--- src/rtl/rv_fetch_unit.sv ---
// Decoupled RV32I instruction-fetch stage: credit-limited in-order word requests,
// DEPTH-entry prefetch queue with a registered head, redirect flush with response dropping.
module rv_fetch_unit #(
  parameter int unsigned     XLEN     = 32,
  parameter int unsigned     DEPTH    = 4,
  parameter logic [XLEN-1:0] RESET_PC = '0
) (
  input  logic            clk,
  input  logic            rst_n,
  output logic            imem_req_valid,
  input  logic            imem_req_ready,
  output logic [XLEN-1:0] imem_req_addr,
  input  logic            imem_rsp_valid,
  input  logic [31:0]     imem_rsp_data,
  input  logic            redirect_valid,
  input  logic [XLEN-1:0] redirect_pc,
  output logic            inst_valid,
  input  logic            inst_ready,
  output logic [31:0]     inst_data,
  output logic [XLEN-1:0] inst_pc,
  output logic [XLEN-1:0] inst_pc_plus4
);

  localparam int unsigned AW = $clog2(DEPTH);
  localparam int unsigned CW = AW + 1;
  typedef logic [CW-1:0] cnt_t;

  function automatic logic [XLEN-1:0] pc_next(input logic [XLEN-1:0] pc);
    return pc + XLEN'(4);
  endfunction

  logic [31:0]     q_data [DEPTH];
  logic [XLEN-1:0] q_pc   [DEPTH];

  cnt_t            wr_ptr, rd_ptr, outstanding, drop;
  logic [XLEN-1:0] fetch_pc, pc_tag;
  logic            run;

  cnt_t            occupancy, wr_ptr_nxt, rd_ptr_nxt;
  logic [CW:0]     credit_used;
  logic            req_fire, rsp_take, push, pop, head_load;
  logic [XLEN-1:0] target_pc, head_pc_nxt;
  logic [31:0]     head_data_nxt;

  always_comb begin
    occupancy   = wr_ptr - rd_ptr;
    credit_used = {1'b0, occupancy} + {1'b0, outstanding};
    target_pc   = redirect_pc & ~XLEN'(3);

    // run keeps the request port quiet for the first cycle after reset release
    imem_req_valid = run && !redirect_valid && (credit_used < (CW+1)'(DEPTH));
    imem_req_addr  = fetch_pc;

    req_fire = imem_req_valid && imem_req_ready;
    rsp_take = imem_rsp_valid && (outstanding != '0);
    push     = rsp_take && (drop == '0) && !redirect_valid;
    pop      = inst_valid && inst_ready && !redirect_valid;

    wr_ptr_nxt = wr_ptr + cnt_t'(push);
    rd_ptr_nxt = rd_ptr + cnt_t'(pop);
    head_load  = !redirect_valid && (wr_ptr_nxt != rd_ptr_nxt);

    // When the queue drains to just the incoming word, bypass it straight to the head
    if (rd_ptr_nxt == wr_ptr) begin
      head_data_nxt = imem_rsp_data;
      head_pc_nxt   = pc_tag;
    end else begin
      head_data_nxt = q_data[rd_ptr_nxt[AW-1:0]];
      head_pc_nxt   = q_pc[rd_ptr_nxt[AW-1:0]];
    end
  end

  always_ff @(posedge clk or negedge rst_n) begin
    if (!rst_n) begin
      run           <= 1'b0;
      fetch_pc      <= RESET_PC;
      pc_tag        <= RESET_PC;
      wr_ptr        <= '0;
      rd_ptr        <= '0;
      outstanding   <= '0;
      drop          <= '0;
      inst_valid    <= 1'b0;
      inst_data     <= '0;
      inst_pc       <= '0;
      inst_pc_plus4 <= XLEN'(4);
    end else begin
      run         <= 1'b1;
      outstanding <= outstanding + cnt_t'(req_fire) - cnt_t'(rsp_take);
      if (redirect_valid) begin
        fetch_pc   <= target_pc;
        pc_tag     <= target_pc;
        rd_ptr     <= wr_ptr;
        drop       <= outstanding - cnt_t'(rsp_take);
        inst_valid <= 1'b0;
      end else begin
        if (req_fire) fetch_pc <= pc_next(fetch_pc);
        if (push) pc_tag <= pc_next(pc_tag);
        if (rsp_take && (drop != '0)) drop <= drop - cnt_t'(1);
        wr_ptr     <= wr_ptr_nxt;
        rd_ptr     <= rd_ptr_nxt;
        inst_valid <= head_load;
        if (head_load) begin
          inst_data     <= head_data_nxt;
          inst_pc       <= head_pc_nxt;
          inst_pc_plus4 <= pc_next(head_pc_nxt);
        end
      end
    end
  end

  // Queue storage carries data only; validity lives in the pointers.
  always_ff @(posedge clk) begin
    if (push) begin
      q_data[wr_ptr[AW-1:0]] <= imem_rsp_data;
      q_pc[wr_ptr[AW-1:0]]   <= pc_tag;
    end
  end

endmodule
--- config.mk ---
export PLATFORM = sky130hd
export DESIGN_NAME = rv_fetch_unit
export DESIGN_NICKNAME = d
export VERILOG_FILES = /design/src/rtl/rv_fetch_unit.sv
export SDC_FILE = /design/constraint.sdc
export NUM_CORES = 1
export LEC_CHECK = 0
export CORE_ASPECT_RATIO = 0.6
export CORE_MARGIN = 1
export CORE_UTILIZATION = 45
export DETAILED_ROUTE_END_ITERATION = 10
export PLACE_DENSITY = 0.66
export SETUP_SLACK_MARGIN = 0.5
export SYNTH_ARGS = -nofsm -noshare
export SYNTH_HDL_FRONTEND = slang
export SYNTH_SLANG_ARGS = --single-unit
--- constraint.sdc ---
create_clock -name clk -period 10.05 [get_ports clk]
set_clock_uncertainty 0.15 [all_clocks]
set_input_delay 2.01 -clock clk [delete_from_list [all_inputs] [get_ports clk]]
set_output_delay 2.01 -clock clk [all_outputs]
set_load 0.02 [all_outputs]
# Word level (Yosys, flattened, before mapping)
# Memories as Yosys holds them, arrays and structs flattened.
# Cells that the tools add are included.
op_classes:
  addsub: 11
  n_bitwise: 1
  n_eq_ne: 2
  n_lt_le_gt_ge: 1
  reduce_logical: 18
  muxes: 12
op_table:
  columns: ["operator", "count"]
  rows:
  - ["$mux 32", 6]
  - ["$add 32x3->32 const B", 3]
  - ["$logic_and 1x1->1", 10]
  - ["$add 3x1->3", 3]
  - ["$mux 3", 3]
  - ["$reduce_bool 2->1", 3]
  - ["$reduce_bool 3->1", 2]
  - ["$sub 3x1->3", 2]
  - ["$add 3x3->4", 1]
  - ["$lt 4x3->1 const B", 1]
  - ["$eq 3x3->1", 1]
  - ["$logic_not 3->1", 1]
  - ["$mux 1", 3]
  - ["$ne 3x3->1", 1]
  - ["$sub 3x1->3 const B", 1]
  - ["$sub 3x3->3", 1]
  - ["$reduce_and 2->1", 1]
  - ["$logic_not 1->1", 1]
  - ["$not 1->1", 1]
totals:
  in_bits: 70
  wordCells: 58
  output_inout_bits: 130
  register_bits: 174
  mem_count: 2
  ram_bits: 256
memory_table:
  columns: ["memory", "depth", "width", "rd", "rd_clocked_by_memory_dff", "wr", "line", "source"]
  rows:
  - ["q_data", 4, 32, 1, 0, 1, "32", "logic [31:0] q_data [DEPTH];"]
  - ["q_pc", 4, 32, 1, 0, 1, "33", "logic [XLEN-1:0] q_pc [DEPTH];"]

# Logic depth before layout (Yosys ltp)
# Gate-level depths: netlist of the first run.
depth:
  depth_word: 8
  mapped_depth: 19
  ltp_nobuf: 16

# Worst setup path before layout of the first run
# Ideal clock, no wire load.
synth_path:
  kind: "in2reg"
  start: "input imem_rsp_valid"
  end: "memory q_data[1][0] (enable)"
  setup_time_ps: 635
  setup_slack_ps: 934
  t_arrival_ps: 8332
  stages: 3
  path_buffers: 0
  cell_sequence: "o31ai_1 -> or2_2 -> nor4_1"
synth_via:
  elab_chain_cells: 5
synth_rtl:
  columns: ["item", "line", "source"]
  rows:
  - ["start, declared", "13", "input logic imem_rsp_valid,"]
  - ["$logic_and 1x1->1", "55", "rsp_take = imem_rsp_valid && (outstanding != '0);"]
  - ["$logic_and 1x1->1 (2 in series)", "56", "push = rsp_take && (drop == '0) && !redirect_valid;"]
  - ["$mux 1", "113", "if (push) begin"]
  - ["$mux 1 (not written as such)", "114", "q_data[wr_ptr[AW-1:0]] <= imem_rsp_data;"]
  - ["end, declared", "32", null]
# Every way passes these cells.

# Final worst setup path of the first run
layout_path:
  start: "input redirect_valid"
  end: "register inst_pc_plus4[22]"
layout_via:
  elab_chain_cells: 6
  elab_cells_between_ends: 13
layout_rtl:
  columns: ["item", "line", "source"]
  rows:
  - ["start, declared", "15", "input logic redirect_valid,"]
  - ["$logic_not 1->1 *", "57", "pop = inst_valid && inst_ready && !redirect_valid;"]
  - ["$logic_and 1x1->1 *", "57", null]
  - ["$add 3x1->3 *", "60", "rd_ptr_nxt = rd_ptr + cnt_t'(pop);"]
  - ["$mem_v2 4x32 / $eq 3x3->1 (equally long branches)", null, null]
  - ["$mux 32 *", "64", "if (rd_ptr_nxt == wr_ptr) begin"]
  - ["net head_pc_nxt[2]", "42", "logic [XLEN-1:0] target_pc, head_pc_nxt;"]
  - ["$add 32x3->32 *", "29", "return pc + XLEN'(4);"]
  - ["end signal, assigned", "105", "inst_pc_plus4 <= pc_next(head_pc_nxt);"]
  - ["end, declared", "21", "output logic [XLEN-1:0] inst_pc_plus4"]
# Mark *: on every way through the listed nets, which the timed path passes. The rest lies on a longest branch.
# A chain may end at the register's enable or synchronous reset.

==> out/results.ini, run 1 <==
[run_status]
status=finished clean

[yosys]
ys_seq_elements=414
syn_inst=1333
synth_warnings=0
syn-cell-area_um2=18200
ys.flop_type=edfxtp_1
synth_area_leaders=edfxtp_1, dfrtp_1, mux4_2, nand2_1, mux2_2
synth_edf_count=248
synth_largest_area_cell=edfxtp_1
synthArstFlopShare=0.401
ys_seq_area_frac=0.637
synth.most_common_cell=edfxtp_1
synth.avg_cell_area_um2=13.7
synth.top_cell.area_share=0.409
synth_common_cells=edfxtp_1, nand2_1, dfrtp_1
synth_cell_types=64

[final_layout]
area_growth_pct=20.8
layout-drive-gt1-share=0.131
seqCellArea_um2=11600
multi_input_area_um2=6240
nFillCells=3187
antenna_cells=0
fin_nets=1604

[timing]
finalHoldViolCount=0
tns_ns=0
slew_violations=0
fin_crit_ns=6.98
fmax_mhz=143
finalSetupViolCount=0
fin_crit_sh=0.694
slew_headroom=0.286
rsz0062_at_grt=false
tightest_slew_ns=1.06

[floorplan]
die_area_um2=41300
ios=200
start_util=0.462
num_rows=56
core_area_um2=39400
die_w_um=262
die_h_um=158

[clocking]
cts_resized=0
cts_tree=done
clkLatencyLatePin_ns=0.55
clock_sinks=414
root_buffer=clkbuf_16
clockBufferDepth=3
cts-buffers-inserted=40
htree_num_levels=2
ctsHoldBuffers=0
path_clk_slew_ns=0.06
post_cts_buffers=0

[global_routing]
grt_pass1_wl_um=69900
grt_pass1_vias=12000
overflow=0
antenna_found_initial=0
track_usage=0.223
grt_max_degree=94

[worst_setup_path]
worstPathMaxFanout=22
worstSetupStartpointType=primary input
arrival_ns=7.29
critPathSlowestCell=xnor2_1
crit_buf_inv=4
path_class=primary input to flop
critPathCaptureType=flop
rrSetupSlack_ns=4.68
crit_chain=clkdlybuf4s50_1 -> inv_2 -> and3_1 -> ha_4 -> ha_4 -> xnor2_1 -> nand3_2 -> mux2i_1 -> inv_1 -> ha_1 -> inv_1 -> a221oi_2 -> nand4_1 -> or4_1 -> o211ai_1
cpPeakStageDelay_ns=0.80
path_delay_family=simple AND/OR/NAND/NOR gates
critPathRequiredTime_ns=10.36

[power_and_ir_drop]
leakagePower_nw=7.96
peakVddDrop_uv=268
p_per_area_nw_per_um2=314
p_total_w=0.00691

[routing]
vias=11900
drc=0
drt-vias-per-instance=5.73
antenna_left=0
wl_per_cell_um=21.9
firstDrtPassIters=6
wl_um=45300
drt_iter0_drc=1059

[placed_design]
gp_congestion=0.893
hpwl_um=28600
io_buffers=191

[min_path]
hp-class=flop to flop

[run]
drv_cap=0

-- sequential cells by signal, indices dropped and copies added, names as in the netlist --
register	count
drop	3
imem_req_addr	30
inst_data	32
inst_pc	30
inst_pc_plus4	30
inst_valid	1
outstanding	3
pc_tag	30
q_data	128
q_pc	120
rd_ptr	3
run	1
wr_ptr	3
-- cell usage in the layout, fill, tap and decap left out, types with 13 or more instances in the layout --
master	instances
a21oi_1	18
a31oi_1	41
and3_1	13
buf_4	22
clkbuf_16	42
clkdlybuf4s50_1	190
dfrtp_1	165
edfxtp_1	248
ha_1	14
inv_1	25
mux2_2	39
mux2i_1	16
mux4_2	62
nand2_1	189
nand3_1	24
nand4_1	32
nor2_1	73
nor4_1	16
o21ai_0	47
xnor2_1	43
xor2_1	36
-- path summary, 6_finish.rpt --
| check | cells past startpoint | to | start |
|---|---|---|---|
| max | 15 | inst_pc_plus4[22]$_DFFE_PN0P_ | redirect_valid |
| min | 2 | inst_pc_plus4[2]$_DFFE_PN1P_ | inst_pc_plus4[2]$_DFFE_PN1P_ |
| max reg2reg | 13 | inst_pc_plus4[22]$_DFFE_PN0P_ | inst_valid$_DFF_PN0_ |
| min reg2reg | 2 | inst_pc_plus4[2]$_DFFE_PN1P_ | inst_pc_plus4[2]$_DFFE_PN1P_ |
| max in group asynchronous | 2 | inst_data[19]$_DFFE_PN0P_ | rst_n |
| min in group asynchronous | 1 | run$_DFF_PN0_ | rst_n |
-- report_power, final --
part | switching [W] | internal, W | leakage [nW] | total [W]
clock | 0.000640 | 0.000884 | 0.650 | 0.00152
sequential | 0.000205 | 0.00210 | 4.19 | 0.00231
combinational | 0.00185 | 0.00123 | 3.12 | 0.00307
total | 0.00269 | 0.00422 | 7.96 | 0.00691
-- layer usage --
layer / wire length, µm / GRT usage
met3: 2970 / 0.0371
met4: 754 / 0.0473
met5: 0 / 0
met2: 21400 / 0.356
met1: 20100 / 0.322
-- logic make-up after synthesis --
logic type / share of synthesized area
AOI/OAI and AO/OA: 0.0681
xor gates and xnor gates: 0.0423
adders and majority gates: 0.0132
buffers and inverters: 0.0245
DFF: 0.637
muxes: 0.110
other: 0.000412
and+or+nand+nor: 0.105
-- per-stage QoR --
step | cell area, µm² | setup slack [ns] | std cells | hold WS (ns) | utilization
floorplan | 18200 | 0.934 | 1338 | 0.324 | -
global placement | 20700 | 2.77 | 1996 | 0.299 | 0.524
detailed placement | 20700 | 2.59 | 1996 | 0.304 | 0.524
CTS | 22000 | 3.14 | 2070 | 0.323 | 0.558
global route | 22000 | 2.83 | 2070 | 0.343 | 0.558
finish | 22000 | 3.07 | 2070 | 0.321 | 0.558
-- area by class of cell --
cell class / instances / share of cell area
Tap cell: 522 / 0.0297
Clock buffer: 58 / 0.0528
Sequential cell: 414 / 0.528
Timing Repair Buffer: 213 / 0.0945
Multi-Input combinational cell: 820 / 0.284
Clock inverter: 16 / 0.00734
Inverter: 27 / 0.00466
-- worst reg2reg max path, stage by stage, from the launching register on --
cell and delay (ns):
dfrtp_1 0.39, and3_1 0.22, ha_4 0.17, ha_4 0.34
xnor2_1 0.80, nand3_2 0.48, mux2i_1 0.25, inv_1 0.09
ha_1 0.18, inv_1 0.05, a221oi_2 0.56, nand4_1 0.80
or4_1 0.72, o211ai_1 0.10
No activity file was read; power rests on OpenSTA's default activity.
==> inputs of run 2 (changes only) <==
clock period = 6.7 ns   (was 10.05 ns; I/O delays follow)
==> run 2 against run 1 <==
- sequential cell count unchanged
- global-route usage grew 0.23 points
- critical path depth down 3
- first-iteration DRC count increased by 16%
- clock power grew 47%
==> out/results.ini, run 2 (synthesized netlist as in run 1, its figures left out) <==
[run_status]
status=finished clean

[placed_design]
hpwl_um=29600  ; +3.4%
gp_congestion=0.877  ; -1.8%
io_buffers=191  ; unchanged

[final_layout]
area_growth_pct=20.9
fin_util=0.558  ; +0.000634
layout_common_cells=edfxtp_1, clkdlybuf4s50_1, nand2_1
fin_nets=1613  ; +0.56%
final_common_cell=edfxtp_1
largest_reg_flops=128  ; unchanged
layout-drive-gt1-share=0.132  ; +0.00125
antenna_cells=0  ; unchanged

[routing]
drt-vias-per-instance=5.72  ; -0.14%
wl_um=45600  ; +0.70%
drc=0  ; unchanged
drt_iter0_drc=1229  ; +16%
vias=11900  ; +0.24%
antenna_left=0  ; unchanged
firstDrtPassIters=7  ; +1
wl_per_cell_um=21.9  ; +0.31%

[global_routing]
overflow=0  ; unchanged
grt_pass1_wl_um=70200  ; +0.37%
grt_pass1_vias=11800  ; -1.9%
track_usage=0.225  ; +0.00229
grt_max_degree=85  ; -9.6%
antenna_found_initial=0  ; unchanged

[timing]
tightest_slew_ns=1.15  ; +0.0863 ns
slew_violations=0  ; unchanged
slew_headroom=0.230  ; -0.0565
finalSetupViolCount=0  ; unchanged
fin_crit_ns=5.34
fin_crit_sh=0.797
fmax_mhz=187
finalHoldViolCount=0  ; unchanged
tns_ns=0  ; unchanged
rsz0062_at_grt=false

[worst_setup_path]
cpPeakStageDelay_ns=0.64  ; -0.16 ns
crit_chain=clkdlybuf4s50_1 -> inv_2 -> and3_1 -> ha_4 -> ha_4 -> buf_4 -> mux4_2 -> o311ai_0 -> a222oi_1 -> nand4_1 -> o21ai_0 -> or3b_1
worstPathMaxFanout=42  ; +91%
path_class=primary input to flop
critPathRequiredTime_ns=6.97  ; -3.39 ns
critPathSlowestCell=buf_4
crit_path_frequent_cell=ha_4
critPathCaptureType=flop
path_delay_family=buffers and inverters
worstSetupStartpointType=primary input
crit_buf_inv=3  ; -1
arrival_ns=5.61  ; -1.68 ns

[floorplan]
num_rows=56  ; unchanged
start_util=0.462  ; unchanged
die_area_um2=41300  ; unchanged
core_area_um2=39400  ; unchanged
die_w_um=262  ; unchanged
die_h_um=158  ; unchanged
ios=200  ; unchanged

[clocking]
clock_sinks=414  ; unchanged
post_cts_buffers=0  ; unchanged
path_clk_slew_ns=0.06  ; about the same
htree_num_levels=2  ; unchanged
clockBufferDepth=3  ; unchanged
cts_resized=0  ; unchanged
cts-buffers-inserted=40  ; unchanged
cts_tree=done
ctsHoldBuffers=0  ; unchanged
clkLatencyLatePin_ns=0.55  ; about the same
root_buffer=clkbuf_16

[run]
drv_cap=0  ; unchanged

[power_and_ir_drop]
peakVddDrop_uv=254  ; -5.4%
seqPwrFrac=0.335  ; about the same
internal-power_w=0.00633  ; +50%
p_comb_frac=0.451  ; +0.006
power_switching_w=0.00406  ; +51%
p_clk_frac=0.214  ; -0.007
switching_share=0.391  ; +0.00116
p_per_area_nw_per_um2=472  ; +50%
leakagePower_nw=7.97  ; about the same

[min_path]
hp-class=flop to flop

[run 2: power by group through the flow]
stage	logic, W	registers (W)	clock network [W]
floorplan	0.00267	0.00380	0
global placement	0.00462	0.00350	0
detailed placement	0.00469	0.00352	0
CTS	0.00471	0.00348	0.00228
global route	0.00511	0.00352	0.00238
finish	0.00468	0.00348	0.00223
[run 2: cell type report]
cell class | count | area [µm²]
fillers | 3195 | 17400
flip-flops and latches | 414 | 11600
multi-input cells | 820 | 6240
repair buffers | 222 | 2160
clock buffers | 61 | 1120
well taps | 522 | 653
clock inverters | 12 | 146
inverters | 27 | 103
[run 2: tightest hold or removal path, delay by kind of cell, from the launching register on]
| kind | cells | cell delay (ns) |
|---|---|---|
| flip-flops | 1 | 0.37 |
| AND/OR/NAND/NOR | 2 | 0.10 |
[run 2: routing by layer]
| layer | global-route usage | vias up | part of all wire |
|---|---|---|---|
| met3 | 0.0426 | 51 | 0.066 |
| met2 | 0.352 | 386 | 0.47 |
| met5 | 0 | - | 0 |
| met1 | 0.327 | 6056 | 0.45 |
| met4 | 0.0543 | 0 | 0.017 |
| li1 | - | 5402 | - |
[run 2: final timing paths]
path                                         startpoint                            end  slack [ns]  cells after the start
setup / recovery                         redirect_valid  inst_pc_plus4[31]$_DFFE_PN0P_        1.36                     12
hold / removal             inst_pc_plus4[2]$_DFFE_PN1P_   inst_pc_plus4[2]$_DFFE_PN1P_        0.32                      2
setup reg to reg                  wr_ptr[0]$_DFFE_PN0N_  imem_req_addr[28]$_DFFE_PN0P_        1.81                     16
hold reg to reg            inst_pc_plus4[2]$_DFFE_PN1P_   inst_pc_plus4[2]$_DFFE_PN1P_        0.32                      2
max in group asynchronous                         rst_n       inst_data[8]$_DFFE_PN0P_        4.27                      2
min in group asynchronous                         rst_n                  run$_DFF_PN0_        0.70                      1
[run 2: per-stage QoR]
step                      worst slack (ns)  total power (W)  instance area [µm²]  instances  hold slack (ns)
after floorplan                      -1.75          0.00646                18200       1338            0.324
after global placement               0.867          0.00813                20800       2005            0.297
after detailed placement             0.794          0.00821                20800       2005            0.315
after CTS                             1.37           0.0105                22000       2078            0.322
after global routing                  1.20           0.0110                22000       2078            0.340
final                                 1.36           0.0104                22000       2078            0.317
